[src/rtl/frame_seq_pkg.sv]
// frame_seq_pkg
// Shared types and helpers for the frame sequencer slice.
//   phase_t        : per-frame phase encoding (IDLE=0, PROC=1, NORM=2, SEND=3),
//                    also driven directly onto the phase output.
//   most_neg_score : most-negative two's-complement value for a given width,
//                    used as the "no score yet" value of the running maximum.
package frame_seq_pkg;

  typedef enum logic [1:0] {
    IDLE = 2'd0,
    PROC = 2'd1,
    NORM = 2'd2,
    SEND = 2'd3
  } phase_t;

  // Returned as 64 bits; callers size it down to their score width.
  function automatic logic [63:0] most_neg_score(input int w);
    return 64'd1 << (w - 1);
  endfunction

endpackage

[src/rtl/frame_seq_max.sv]
// frame_seq_max
// Streaming signed maximum with the index of the winning sample.
// Strictly-greater replaces, so on a tie the earlier index is kept.
// Ports:
//   clk, reset      : clock, asynchronous active-high reset
//   i_clear         : restart the search (best = most-negative, idx = 0)
//   i_valid         : i_idx / i_score carry a new sample this cycle
//   i_idx, i_score  : sample index and signed score
//   o_best_score    : running maximum (most-negative when empty)
//   o_best_idx      : index of the running maximum
module frame_seq_max
  import frame_seq_pkg::*;
#(
  parameter int IDX_W   = 8,
  parameter int SCORE_W = 16
) (
  input  logic               clk,
  input  logic               reset,
  input  logic               i_clear,
  input  logic               i_valid,
  input  logic [IDX_W-1:0]   i_idx,
  input  logic [SCORE_W-1:0] i_score,
  output logic [SCORE_W-1:0] o_best_score,
  output logic [IDX_W-1:0]   o_best_idx
);

  localparam logic [SCORE_W-1:0] L_MOST_NEG = SCORE_W'(most_neg_score(SCORE_W));

  logic [SCORE_W-1:0] r_best_score;
  logic [IDX_W-1:0]   r_best_idx;
  logic               w_better;

  assign w_better = $signed(i_score) > $signed(r_best_score);

  always_ff @(posedge clk or posedge reset) begin
    if (reset) begin
      r_best_score <= L_MOST_NEG;
      r_best_idx   <= '0;
    end else if (i_clear) begin
      r_best_score <= L_MOST_NEG;
      r_best_idx   <= '0;
    end else if (i_valid && w_better) begin
      r_best_score <= i_score;
      r_best_idx   <= i_idx;
    end
  end

  assign o_best_score = r_best_score;
  assign o_best_idx   = r_best_idx;

endmodule

[src/rtl/frame_sequencer.sv]
// frame_sequencer
// Per-frame controller for the senone scoring datapath. Walks
// IDLE -> PROC -> NORM -> SEND, owns the single SRAM port on behalf of the
// scorer / normaliser / sender, tracks the best score of the frame, queues
// one extra frame, counts dropped vectors and guards each phase with a
// watchdog.
// Optional build macro: FRAME_SEQ_LED_EN adds o_status_led and a 26-bit
// free-running blink counter.
// Ports:
//   clk, reset                 : clock, asynchronous active-high reset
//   i_vec_avail                : pulse, new feature vector received
//   i_score_valid/idx/data     : scorer strobe, senone index, signed score
//   i_last_senone              : qualifies the final score of the frame
//   i_norm_done, i_send_done   : phase-complete pulses
//   i_norm_rd/wr/addr/wdata    : normaliser SRAM request
//   i_send_rd/addr             : sender SRAM request
//   i_clear_err                : clears the sticky watchdog flag
//   o_start_proc/norm/send     : high during the first cycle of each phase
//   o_phase                    : current phase (IDLE=0 PROC=1 NORM=2 SEND=3)
//   o_sram_rd/wr/addr/wdata    : arbitrated SRAM port
//   o_best_score/idx/valid     : frame maximum, valid from first NORM cycle
//   o_overrun_cnt              : saturating count of dropped vectors
//   o_wdog_err                 : sticky watchdog flag
//   o_status_led               : (FRAME_SEQ_LED_EN only) status indicator
module frame_sequencer
  import frame_seq_pkg::*;
#(
  parameter int N_SENONES  = 3,
  parameter int IDX_W      = 8,
  parameter int SCORE_W    = 16,
  parameter int ADDR_W     = 21,
  parameter int ADDR_SHIFT = 1,
  parameter int WDOG_W     = 20
) (
  input  logic               clk,
  input  logic               reset,
  input  logic               i_vec_avail,
  input  logic               i_score_valid,
  input  logic [IDX_W-1:0]   i_score_idx,
  input  logic [SCORE_W-1:0] i_score_data,
  input  logic               i_last_senone,
  input  logic               i_norm_done,
  input  logic               i_send_done,
  input  logic               i_norm_rd,
  input  logic               i_norm_wr,
  input  logic [ADDR_W-1:0]  i_norm_addr,
  input  logic [SCORE_W-1:0] i_norm_wdata,
  input  logic               i_send_rd,
  input  logic [ADDR_W-1:0]  i_send_addr,
  input  logic               i_clear_err,
  output logic               o_start_proc,
  output logic               o_start_norm,
  output logic               o_start_send,
  output logic [1:0]         o_phase,
  output logic               o_sram_rd,
  output logic               o_sram_wr,
  output logic [ADDR_W-1:0]  o_sram_addr,
  output logic [SCORE_W-1:0] o_sram_wdata,
  output logic [SCORE_W-1:0] o_best_score,
  output logic [IDX_W-1:0]   o_best_idx,
  output logic               o_best_valid,
  output logic [7:0]         o_overrun_cnt,
`ifdef FRAME_SEQ_LED_EN
  output logic               o_wdog_err,
  output logic               o_status_led
`else
  output logic               o_wdog_err
`endif
);

  // A frame's senone indices must be addressable with IDX_W bits.
  if (N_SENONES < 1 || N_SENONES > (2 ** IDX_W)) begin : g_bad_cfg
    $error("frame_sequencer: N_SENONES does not fit in IDX_W bits");
  end

  // Expiry is the counter reaching all-ones; we act on the edge that would
  // load all-ones, so a phase lasts at most 2**WDOG_W - 1 cycles.
  localparam logic [WDOG_W-1:0] L_WDOG_LAST = ~WDOG_W'(1);

  phase_t            r_state;
  phase_t            w_state_next;
  logic              r_start_proc;
  logic              r_start_norm;
  logic              r_start_send;
  logic              r_pending;
  logic [7:0]        r_overrun_cnt;
  logic [WDOG_W-1:0] r_wdog;
  logic              r_wdog_err;
  logic              r_best_valid;

  logic              w_wdog_fire;
  logic              w_enter_proc;
  logic              w_enter_norm;
  logic              w_state_change;
  logic              w_score_in_proc;

  assign w_wdog_fire     = (r_state != IDLE) && (r_wdog == L_WDOG_LAST);
  assign w_state_change  = (w_state_next != r_state);
  assign w_enter_proc    = (r_state == IDLE) && (w_state_next == PROC);
  assign w_enter_norm    = (r_state == PROC) && (w_state_next == NORM);
  assign w_score_in_proc = (r_state == PROC) && i_score_valid;

  // ---------------------------------------------------------------------
  // FSM: state register (start pulses are registered alongside the state
  // so each one is high exactly in the first cycle of its phase)
  // ---------------------------------------------------------------------
  always_ff @(posedge clk or posedge reset) begin
    if (reset) begin
      r_state      <= IDLE;
      r_start_proc <= 1'b0;
      r_start_norm <= 1'b0;
      r_start_send <= 1'b0;
    end else begin
      r_state      <= w_state_next;
      r_start_proc <= w_state_change && (w_state_next == PROC);
      r_start_norm <= w_state_change && (w_state_next == NORM);
      r_start_send <= w_state_change && (w_state_next == SEND);
    end
  end

  // ---------------------------------------------------------------------
  // FSM: next-state logic (watchdog overrides every normal transition)
  // ---------------------------------------------------------------------
  always_comb begin
    w_state_next = r_state;
    unique case (r_state)
      IDLE: if (i_vec_avail || r_pending)        w_state_next = PROC;
      PROC: if (i_score_valid && i_last_senone)  w_state_next = NORM;
      NORM: if (i_norm_done)                     w_state_next = SEND;
      SEND: if (i_send_done)                     w_state_next = IDLE;
      default:                                   w_state_next = IDLE;
    endcase
    if (w_wdog_fire) begin
      w_state_next = IDLE;
    end
  end

  // ---------------------------------------------------------------------
  // FSM: outputs (SRAM mux is purely a function of the registered phase)
  // ---------------------------------------------------------------------
  always_comb begin
    o_sram_rd    = 1'b0;
    o_sram_wr    = 1'b0;
    o_sram_addr  = '0;
    o_sram_wdata = '0;
    unique case (r_state)
      PROC: begin
        o_sram_wr    = i_score_valid;
        o_sram_addr  = ADDR_W'(i_score_idx) << ADDR_SHIFT;
        o_sram_wdata = i_score_data;
      end
      NORM: begin
        o_sram_rd    = i_norm_rd;
        o_sram_wr    = i_norm_wr;
        o_sram_addr  = i_norm_addr;
        o_sram_wdata = i_norm_wdata;
      end
      SEND: begin
        o_sram_rd    = i_send_rd;
        o_sram_addr  = i_send_addr;
      end
      default: begin
        o_sram_rd    = 1'b0;
      end
    endcase
  end

  assign o_phase      = r_state;
  assign o_start_proc = r_start_proc;
  assign o_start_norm = r_start_norm;
  assign o_start_send = r_start_send;

  // ---------------------------------------------------------------------
  // Frame queueing, overrun count, watchdog, best_valid
  // ---------------------------------------------------------------------
  always_ff @(posedge clk or posedge reset) begin
    if (reset) begin
      r_pending     <= 1'b0;
      r_overrun_cnt <= '0;
      r_wdog        <= '0;
      r_wdog_err    <= 1'b0;
      r_best_valid  <= 1'b0;
    end else begin
      // Entering PROC consumes the queued frame; a vector arriving on that
      // same edge while one was queued becomes the new queued frame. In IDLE
      // without a queued frame the vector itself starts the frame.
      if (w_enter_proc) begin
        r_pending <= r_pending && i_vec_avail;
      end else if ((r_state != IDLE) && i_vec_avail) begin
        if (!r_pending) begin
          r_pending <= 1'b1;
        end else if (r_overrun_cnt != 8'hFF) begin
          r_overrun_cnt <= r_overrun_cnt + 8'd1;
        end
      end

      if (w_state_change || (r_state == IDLE)) begin
        r_wdog <= '0;
      end else begin
        r_wdog <= r_wdog + WDOG_W'(1);
      end

      // Set has priority over clear.
      if (w_wdog_fire) begin
        r_wdog_err <= 1'b1;
      end else if (i_clear_err) begin
        r_wdog_err <= 1'b0;
      end

      if (w_enter_proc) begin
        r_best_valid <= 1'b0;
      end else if (w_enter_norm) begin
        r_best_valid <= 1'b1;
      end
    end
  end

  assign o_overrun_cnt = r_overrun_cnt;
  assign o_wdog_err    = r_wdog_err;
  assign o_best_valid  = r_best_valid;

  // ---------------------------------------------------------------------
  // Running maximum; only scores seen in PROC count
  // ---------------------------------------------------------------------
  frame_seq_max #(
    .IDX_W   (IDX_W),
    .SCORE_W (SCORE_W)
  ) u_max (
    .clk          (clk),
    .reset        (reset),
    .i_clear      (w_enter_proc),
    .i_valid      (w_score_in_proc),
    .i_idx        (i_score_idx),
    .i_score      (i_score_data),
    .o_best_score (o_best_score),
    .o_best_idx   (o_best_idx)
  );

`ifdef FRAME_SEQ_LED_EN
  // Blink rate gets faster as the frame advances; solid on when idle.
  logic [25:0] r_led_cnt;

  always_ff @(posedge clk or posedge reset) begin
    if (reset) begin
      r_led_cnt <= '0;
    end else begin
      r_led_cnt <= r_led_cnt + 26'd1;
    end
  end

  always_comb begin
    o_status_led = 1'b0;
    unique case (r_state)
      IDLE:    o_status_led = 1'b1;
      PROC:    o_status_led = r_led_cnt[25];
      NORM:    o_status_led = r_led_cnt[24];
      SEND:    o_status_led = r_led_cnt[23];
      default: o_status_led = 1'b0;
    endcase
    if (r_wdog_err) begin
      o_status_led = 1'b0;
    end
  end
`endif

endmodule

[config.mk]
export PLATFORM = sky130hd
export DESIGN_NAME = frame_sequencer
export DESIGN_NICKNAME = d
export VERILOG_FILES = /design/src/rtl/frame_seq_pkg.sv /design/src/rtl/frame_seq_max.sv /design/src/rtl/frame_sequencer.sv
export SDC_FILE = /design/constraint.sdc
export NUM_CORES = 1
export LEC_CHECK = 0
export CORE_UTILIZATION = 30
export DETAILED_ROUTE_END_ITERATION = 16
export GPL_TIMING_DRIVEN = 0
export PLACE_DENSITY = 0.61
export SLEW_MARGIN = 40
export SYNTH_ARGS = -nofsm -noshare
export SYNTH_HDL_FRONTEND = slang
export SYNTH_SLANG_ARGS = --single-unit
[constraint.sdc]
create_clock -name clk -period 2.5 [get_ports clk]
set_clock_uncertainty 0.2 [all_clocks]
set_input_delay 0.375 -clock clk [delete_from_list [all_inputs] [get_ports clk]]
set_output_delay 0.375 -clock clk [all_outputs]
set_load 0.02 [all_outputs]
==> impl_metrics.tcl, run 1 <==
set metrics [dict create \
    cts.sinks 60 \
    setup_viol 23 \
    viasPerCell 4.844 \
    synthTopCellsByArea "dfrtp_1 38%, ha_1 7.4%, nand2_1 6.0%, mux2i_1 5.9%, a22oi_1 5.6%" \
    ant_nets 0 \
    synth_area_um2 3880 \
    ys_seq_elements 60 \
    start_util_pct 30.75 \
    critPathBufInv 2 \
    violations "setup timing" \
    synth_fp_nets 550 \
    dr_total_vias 3938 \
    r2r-end "u_max.o_best_score[0]$_DFFE_PP0P_" \
    met1_length_um 5157 \
    required_ns 2.54 \
    yosys_warnings 0 \
    synthCells 434 \
    finalCritPeriodShare_pct 104.0 \
    h-tree-depth 3 \
    final_core_util_pct 51.92 \
    slowest_delay_ns 0.58 \
    dr_wl_met3_um 623 \
    ios 171 \
    layout_setup_ws_ns -0.09998 \
    crit_family "simple AND/OR/NAND/NOR gates" \
    dieArea_um2 13390 \
    wl_um 12770 \
    slew_viol_final 0 \
    path_max_fanout 5 \
    portBuffers 170 \
    crit_path_start_kind "input port" \
    min_period_ns 2.600 \
    synth_enable_flop_cells 0 \
    drive_above_1_share_pct 22.78 \
    cts_tree "built" \
    die_h_um 115.7 \
    cts_buffers 9 \
    irDropWorstVdd_mv 0.4013 \
    synthFlopType "dfrtp_1" \
    worstPathArrival_ns 2.64 \
    nets 753 \
    grt_pass1_wl_um 18840 \
    power_mw 6.221 \
    num_rows 41 \
    final_hold_viol_count 0 \
    cp_cell_sequence "clkdlybuf4s50_1 > ha_1 > o211ai_1 > a2111oi_4 > or4b_4 > nand2_8 > buf_12 > mux2i_2" \
    synth_top_cell_area_share_pct 38.05 \
    place.gp.congestion 0.8221 \
    ys_types 47 \
    dp_hpwl_um 9474 \
    top_layer "met4" \
    clkLatencyLatePin_ns 0.32 \
    fmax_mhz 384.6 \
    hp-class "in -> async" \
    p_leak_nw 2.762 \
    tightest_slew_ns 0.4794 \
    max_slew_margin_pct 67.62 \
    drtIter0Drc 211 \
    clockRootBuffer "clkbuf_16" \
    first_pass_iters 4 \
    reg2reg_from "u_max.o_best_score[1]$_DFFE_PP0P_" \
    n_antenna_cell 0 \
    clockBufferDepth 2 \
    maxCapViolCount 0 \
    yosysSeqAreaShare_pct 38.73 \
    yosys.area.top_type "dfrtp_1" \
    layout_commonest_cell "clkdlybuf4s50_1" \
    cp-end-kind "flop" \
    grt_pass1_vias 3742 \
    grt_max_degree 35 \
    cts.clk_slew.worst_paths_ns 0.06 \
    die_x_um 115.7 \
    gr-total-overflow 0 \
    pwr_density_cell_nw_per_um2 949.4 \
    status "finished, violations left" \
    wl_met2_um 6892 \
    drc 0 \
    ff2ff_path_depth 9 \
    grtUsageTotal_pct 18.35 \
    core_area_um2 12620 \
    antenna_found_initial 0 \
    syn_to_final_growth_pct 68.88 \
    async_flop_share_pct 100.0 \
    synth.avg_cell_area_um2 8.940 \
    wl_per_cell_um 15.70 \
    grt_setup_unrepaired "true" \
    crit_type "in -> reg" \
    layout_common_cells "121 x clkdlybuf4s50_1, 61 x nand2_1, 57 x dfrtp_1, 32 x nor2_1, 27 x a22oi_1" \
    ff2ff_setup_slack_ns -0.07 \
    critPathSlowestCell "or4b_4" \
]
[layer usage]
layer,vias to the layer above,track usage (%)
met5,-,0
met4,0,5.812
met3,8,3.713
met2,102,34.53
met1,1899,20.68
li1,1929,-
[how the worst max path moves through the flow]
stage,slack (ns),end,cells past startpoint,from
3_5_place_dp,-0.87,o_sram_addr[17],8,o_phase[0]$_DFF_PP0_
6_report,-0.1,u_max.o_best_score[0]$_DFFE_PP0P_,8,i_score_data[3]
3_3_place_gp,-0.96,o_phase[1]$_DFF_PP0_,2,reset
4_1_cts,-0.08,u_max.o_best_score[0]$_DFFE_PP0P_,9,u_max.o_best_score[15]$_DFFE_PP1P_
2_1_floorplan,0.004,u_max.o_best_idx[0]$_DFFE_PP0P_,8,u_max.o_best_score[15]$_DFFE_PP1P_
5_1_grt,-0.16,u_max.o_best_idx[7]$_DFFE_PP0P_,9,u_max.o_best_score[15]$_DFFE_PP1P_
[stage by stage]
step	setup TNS [ns]	cells	setup slack (ns)	hold WS, ns	instance area (um2)
after floorplan	0	434	0.004258	0.2700	3923
after global placement	-85.50	776	-0.9559	0.2666	5839
after detailed placement	-44.44	777	-0.8724	0.2823	5862
after CTS	-1.105	803	-0.08241	0.2034	6377
after global routing	-3.632	813	-0.1565	0.2219	6553
final	-1.352	813	-0.09998	0.1917	6553
[cell type report]
type                            instances  area, um2
Multi-Input combinational cell        321       2404
Tap cell                              172      215.2
Fill cell                            1187       6067
Timing Repair Buffer                  193       1782
Inverter                               29      116.4
Buffer                                 23      241.5
Clock inverter                          1      5.005
Sequential cell                        60       1505
Clock buffer                           14      284.0
[repair_timing]
action	in CTS	in global routing
endpoints found under the hold margin	0	0
buffers inserted	11	8
pin swaps	14	27
hold buffers	0	0
setup endpoints to repair	92	74
gates resized for setup	175	65
cloned	1	2
[sequential cells by signal, summed over array words and instances, names as in the netlist]
signal and cells:
u_max.o_best_idx 8, o_wdog_err 1, u_max.o_best_score 16, o_start_proc 1, o_start_send 1, r_wdog 20, o_best_valid 1, o_overrun_cnt 8
r_pending 1, o_start_norm 1, o_phase 2
[synthesized netlist by cell type, types with 4 or more instances]
| cell | instances |
|---|---|
| and2_1 | 4 |
| o21ai_0 | 6 |
| nand4_1 | 12 |
| ha_1 | 23 |
| dfrtp_1 | 59 |
| clkbuf_1 | 10 |
| xor2_1 | 13 |
| a22oi_1 | 29 |
| mux2i_1 | 23 |
| inv_1 | 29 |
| nand2_1 | 62 |
| a222oi_1 | 8 |
| buf_2 | 7 |
| xnor2_1 | 12 |
| a21oi_1 | 10 |
| nor2b_1 | 20 |
| nor2_1 | 34 |
| nand3_1 | 13 |
| nor2_2 | 17 |
[report_power, final]
group	switching, mW	internal [mW]
combinational	2.00	1.69
clock	0.414	0.771
sequential	0.172	1.17
total	2.59	3.63
[cell families (layout without fill, tap and decap cells)]
group                      count (synthesis)  count (layout)  synth area share [%]
DFF                                       60              60                 38.73
xor gates and xnor gates                  25              25                 5.643
buffers and inverters                     53             260                 5.933
AOI/OAI and AO/OA                         75              75                 14.22
and+or+nand+nor                          174             174                 21.83
muxes                                     24              24                 6.224
adders and majority gates                 23              23                 7.417
(Power assumes the default switching activity.)
==> inputs of run 2 (changes only) <==
--- a/config.mk
+++ b/config.mk
@@ -9,6 +9,7 @@
 export DETAILED_ROUTE_END_ITERATION = 16
 export GPL_TIMING_DRIVEN = 0
 export PLACE_DENSITY = 0.61
+export SETUP_SLACK_MARGIN = 0.02
 export SLEW_MARGIN = 40
 export SYNTH_ARGS = -nofsm -noshare
 export SYNTH_HDL_FRONTEND = slang
==> run 2 against run 1 <==
The run still ends with setup timing left. Clock-buffer cell count shrank 1. Wire length grew 2.8%. Register-to-register slack lost 0.02 ns. Worst hold slack lost 0.044 ns. Worst setup slack gained 0.015 ns. Die area is the same. Power grew 0.94%. Critical path type is now reg -> reg.
==> impl_metrics.tcl, run 2 (synthesized netlist as in run 1, its figures left out) <==
set metrics [dict create \
    status "finished, violations left" \
    violations "setup timing" \
    grt_pass1_vias 3840 \
    multiInputGateArea_um2 2417 \
    place_area_um2 5874 \
    n_antenna_cell 0 \
    start_util_pct 30.75 \
    die_h_um 115.7 \
    fmax_mhz 386.8 \
    drive_above_1_share_pct 24.77 \
    slowest_delay_ns 0.54 \
    grt_setup_unrepaired "true" \
    drtIter0Drc 227 \
    grt_pass1_wl_um 19820 \
    portBuffers 170 \
    maxCapViolCount 0 \
    cts.clk_slew.worst_paths_ns 0.05 \
    finalNonFillerCells 822 \
    nets 762 \
    stdcell_area_um2 6614 \
    crit_path_start_kind "flop" \
    power_mw 6.279 \
    syn_to_final_growth_pct 70.46 \
    post-place-cells 777 \
    grt_max_degree 42 \
    wl_per_cell_um 15.97 \
    cp_common_cell "buf_4" \
    dr_total_vias 4062 \
    whs_ns 0.1479 \
    die_x_um 115.7 \
    fillers 1178 \
    clockRootBuffer "clkbuf_16" \
    cp_cell_sequence "inv_2 > ha_4 > nand4_1 > buf_4 > a2111oi_4 > buf_4 > o311ai_4 > nand2_8 > clkbuf_16 > mux2i_1" \
    max_slew_margin_pct 67.99 \
    worstPathArrival_ns 2.64 \
    p_leak_nw 2.807 \
    ant_nets 0 \
    dieArea_um2 13390 \
    path_max_fanout 6 \
    largest_register_ffs 20 \
    core_area_um2 12620 \
    layout_commonest_cell "clkdlybuf4s50_1" \
    cts_tree "built" \
    clockBufferDepth 2 \
    layout_common_cells "119 x clkdlybuf4s50_1, 61 x nand2_1, 55 x dfrtp_1, 32 x buf_4, 31 x nor2_1" \
    antenna_found_initial 0 \
    pwr_density_cell_nw_per_um2 949.4 \
    drc 0 \
    place.gp.congestion 0.8105 \
    first_pass_iters 5 \
    gr-total-overflow 0 \
    tightest_slew_ns 0.4784 \
    finalCritPeriodShare_pct 103.4 \
    dp_hpwl_um 9565 \
    final-seq-area_um2 1508 \
    layout_setup_ws_ns -0.08533 \
    crit_type "reg -> reg" \
    cts_buffers 9 \
    irDropWorstVdd_mv 0.4103 \
    regMostFlops "r_wdog" \
    cts.sinks 60 \
    viasPerCell 4.942 \
    final_hold_viol_count 0 \
    critPathSlowestCell "dfstp_2" \
    clkLatencyLatePin_ns 0.32 \
    ff2ff_path_depth 10 \
    slew_viol_final 0 \
    cts_hold_buf 0 \
    cp-end-kind "flop" \
    reg2reg_from "u_max.o_best_score[15]$_DFFE_PP1P_" \
    h-tree-depth 3 \
    ff2ff_setup_slack_ns -0.09 \
    r2r-end "u_max.o_best_score[8]$_DFFE_PP0P_" \
    setup_viol 41 \
    required_ns 2.55 \
    min_period_ns 2.585 \
    hp-class "in -> async" \
    ios 171 \
    grtUsageTotal_pct 19.01 \
    num_rows 41 \
    wl_um 13130 \
]
==> run 2: cell count changes in the layout (fill, tap and decap cells not counted), moves of 3 or more <==
cell and change:
clkbuf_4 -3, buf_4 +12, clkbuf_8 -3, buf_2 +7, clkdlybuf4s15_2 -5
==> run 2: report_power, final <==
group / switching, mW / total (mW) / leakage, nW / internal [mW]
logic: 2.01 / 3.70 / 1.87 / 1.69
registers: 0.182 / 1.35 / 0.794 / 1.17
clock network: 0.410 / 1.23 / 0.146 / 0.818
total: 2.60 / 6.28 / 2.81 / 3.68
==> run 2: worst max path at each step <==
stage | startpoint | to | cells after the start
finish | u_max.o_best_score[15]$_DFFE_PP1P_ | u_max.o_best_score[8]$_DFFE_PP0P_ | 10
global route | u_max.o_best_score[15]$_DFFE_PP1P_ | u_max.o_best_score[9]$_DFFE_PP0P_ | 10
CTS | u_max.o_best_score[15]$_DFFE_PP1P_ | u_max.o_best_idx[6]$_DFFE_PP0P_ | 10
detailed placement | o_phase[0]$_DFF_PP0_ | o_sram_addr[17] | 8
global placement | reset | o_phase[1]$_DFF_PP0_ | 2
floorplan | o_phase[1]$_DFF_PP0_ | r_wdog[17]$_DFF_PP0_ | 10
==> run 2: critical path, delay by kind of cell (launching register included) <==
family,cells,cell delay (ns)
buffers and inverters,4,0.59
AOI/OAI and AO/OA,2,0.48
muxes,1,0.17
and+or+nand+nor,2,0.27
DFF,1,0.54
adders and majority gates,1,0.27
==> run 2: layer usage <==
metal / share of wire [%] / up-vias / routed length [um] / track usage [%]
met5: 0 / - / 0 / 0
met4: 0.73 / 0 / 96 / 4.103
met3: 6.0 / 10 / 783 / 3.818
met2: 52 / 119 / 6880 / 34.53
met1: 41 / 1983 / 5366 / 23.17
li1: - / 1950 / - / -
==> run 2: repair_timing <==
item                                    in CTS  in global routing
pin swaps                                   14                 30
gates resized for setup                    187                 72
cloned                                       1                  3
endpoints found under the hold margin        0                  0
endpoints found under the setup margin      92                 73
setup buffers                               15                 12
==> run 2: final cells by class <==
type / count / share of cell area, %
buffer: 23 / 3.613
clock buffer: 13 / 3.935
clock inverter: 2 / 0.5297
inverter: 29 / 1.759
multi-input combinational: 321 / 36.55
sequential: 60 / 22.80
tap: 172 / 3.254
timing repair buffer: 202 / 27.56
==> run 2: through the flow <==
step	util (%)	worst slack, ns	TNS (ns)
floorplan	-	0.02815	0
global placement	46.37	-0.9666	-85.53
detailed placement	46.55	-0.9364	-44.07
CTS	50.65	-0.07110	-1.163
global route	52.41	-0.1857	-5.610
finish	52.41	-0.08533	-1.611
==> inputs of run 3 (changes only) <==
--- a/config.mk
+++ b/config.mk
@@ -5,10 +5,10 @@
 export SDC_FILE = /design/constraint.sdc
 export NUM_CORES = 1
 export LEC_CHECK = 0
-export CORE_UTILIZATION = 30
+export CORE_UTILIZATION = 39
 export DETAILED_ROUTE_END_ITERATION = 16
 export GPL_TIMING_DRIVEN = 0
-export PLACE_DENSITY = 0.61
+export PLACE_DENSITY = 0.76
 export SETUP_SLACK_MARGIN = 0.02
 export SLEW_MARGIN = 40
 export SYNTH_ARGS = -nofsm -noshare
==> run 3 against run 2 <==
The flow still finishes with violations (setup timing). Cell area grew 1.2%. Maximum frequency shrank 3.5%. Combinational power grew 9.2%. Worst setup slack lost 0.094 ns. Power grew 0.33%. Clock power shrank 26%. Clock-buffer cell count shrank 2. Worst hold slack lost 0.034 ns. Sequential cell count is the same. Core utilization grew 16 points. Via count grew 3.0%. Sequential share of layout area shrank 0.29 points. Critical path type unchanged. Largest cell class unchanged.
==> impl_metrics.tcl, run 3 (synthesized netlist as in run 1, its figures left out) <==
set metrics [dict create \
    num_rows 36 \
    min_period_ns 2.679 \
    layout_common_cells "125 x clkdlybuf4s50_1, 61 x nand2_1, 56 x dfrtp_1, 34 x buf_4, 31 x nor2_1" \
    slew_viol_final 0 \
    clockRootBuffer "clkbuf_8" \
    cp-end-kind "flop" \
    crit_type "reg -> reg" \
    wl_um 13810 \
    cts.clk_slew.worst_paths_ns 0.07 \
    grtUsageTotal_pct 22.89 \
    layout_setup_ws_ns -0.1795 \
    die_x_um 101.7 \
    dr_total_vias 4184 \
    dieArea_um2 10350 \
    place.gp.congestion 0.8344 \
    syn_to_final_growth_pct 72.49 \
    status "finished, violations left" \
    viasPerCell 5.310 \
    drive_above_1_share_pct 26.41 \
    fillers 724 \
    place_area_um2 5826 \
    fmax_mhz 373.2 \
    cts_buffers 9 \
    first_pass_iters 5 \
    wl_per_cell_um 17.52 \
    largest_register_ffs 20 \
    cts.sinks 60 \
    clkLatencyLatePin_ns 0.35 \
    setup_viol 46 \
    tightest_slew_ns 0.4662 \
    ios 171 \
    regMostFlops "r_wdog" \
    cts_tree "built" \
    grt_setup_unrepaired "true" \
    power_mw 6.300 \
    maxCapViolCount 0 \
    grt_pass1_vias 3747 \
    final_hold_viol_count 0 \
    violations "setup timing" \
    drtIter0Drc 249 \
    hp-class "in -> async" \
    irDropWorstVdd_mv 0.4533 \
    worstPathArrival_ns 2.75 \
    max_slew_margin_pct 68.80 \
    h-tree-depth 3 \
    pwr_density_cell_nw_per_um2 941.3 \
    multiInputGateArea_um2 2467 \
    nets 766 \
    p_leak_nw 2.838 \
    stdcell_area_um2 6693 \
    portBuffers 170 \
    finalNonFillerCells 788 \
    start_util_pct 39.88 \
    die_h_um 101.7 \
    whs_ns 0.1141 \
    path_max_fanout 10 \
    grt_max_degree 43 \
    gr-total-overflow 0 \
    post-place-cells 738 \
    final_core_util_pct 68.79 \
    n_antenna_cell 0 \
    grt_pass1_wl_um 18220 \
    finalCritPeriodShare_pct 107.2 \
    required_ns 2.57 \
    crit_path_start_kind "flop" \
    ant_nets 0 \
    core_area_um2 9729 \
    antenna_found_initial 0 \
    drc 0 \
    dp_hpwl_um 9065 \
    final-seq-area_um2 1506 \
    clockBufferDepth 2 \
    cts_hold_buf 0 \
    layout_commonest_cell "clkdlybuf4s50_1" \
]
==> run 3: cell types whose count changed in the layout (fill, tap and decap cells not counted), moves of 3 or more <==
cell,before,now
dlygate4sd2_1,14,5
buf_8,3,6
clkbuf_8,3,13
clkbuf_16,10,5
buf_12,3,6
buf_6,10,13
buf_2,30,22
a22oi_1,28,21
clkbuf_2,6,9
clkdlybuf4s50_1,119,125
a22oi_2,1,8
clkinv_2,1,4
==> run 3: metrics by stage <==
step           setup TNS [ns]  setup WS, ns
6_report               -3.238       -0.1795
5_1_grt                -7.244       -0.2569
4_1_cts                -1.143      -0.06407
3_5_place_dp           -39.07       -0.8223
3_3_place_gp           -76.23       -0.8718
2_1_floorplan               0       0.02815
==> run 3: timing repair <==
| item | in CTS | in global routing |
|---|---|---|
| setup endpoints to repair | 88 | 82 |
| gates resized for setup | 171 | 122 |
| pin swaps | 9 | 37 |
| gates cloned | 0 | 7 |
| setup buffers | 10 | 18 |
==> run 3: layout make-up <==
class,instances,share of cell area (%)
Sequential cell,60,22.51
Clock inverter,5,0.7478
Inverter,29,1.739
Tap cell,133,2.486
Clock buffer,11,2.262
Timing Repair Buffer,206,29.18
Buffer,23,4.206
Multi-Input combinational cell,321,36.87
==> run 3: final timing paths <==
| kind | from | to | depth (start not counted) | slack (ns) |
|---|---|---|---|---|
| max in group asynchronous | reset | u_max.o_best_score[15]$_DFFE_PP1P_ | 3 | 1.43 |
| hold / removal | reset | o_overrun_cnt[5]$_DFFE_PP0P_ | 2 | 0.11 |
| hold reg to reg | o_overrun_cnt[4]$_DFFE_PP0P_ | o_overrun_cnt[4]$_DFFE_PP0P_ | 1 | 0.30 |
| setup / recovery | u_max.o_best_score[15]$_DFFE_PP1P_ | u_max.o_best_score[15]$_DFFE_PP1P_ | 9 | -0.18 |
| min in group clk | i_score_data[10] | u_max.o_best_score[10]$_DFFE_PP0P_ | 3 | 0.17 |
| setup reg to reg | u_max.o_best_score[15]$_DFFE_PP1P_ | u_max.o_best_score[15]$_DFFE_PP1P_ | 9 | -0.18 |
==> run 3: critical path: stages (launching register included) <==
cell and delay [ns]:
dfstp_2 0.54, inv_2 0.05, ha_4 0.27, nand4_1 0.21
buf_4 0.23, a2111oi_4 0.40, or4b_4 0.24, nand2_8 0.08
buf_12 0.17, a31oi_1 0.20
==> run 3: where the power goes <==
part           switching (mW)  total [mW]  internal [mW]
clock network           0.398       0.905          0.507
logic                    2.15        4.04           1.89
registers               0.185        1.35           1.17
==> run 3: per-layer routing <==
| metal | vias to the layer above | routed length [um] | track usage, % |
|---|---|---|---|
| met2 | 158 | 7137 | 39.97 |
| met4 | 0 | 399 | 8.807 |
| met5 | - | 0 | 0 |
| li1 | 1951 | - | - |
| met3 | 36 | 899 | 4.831 |
| met1 | 2039 | 5368 | 27.58 |
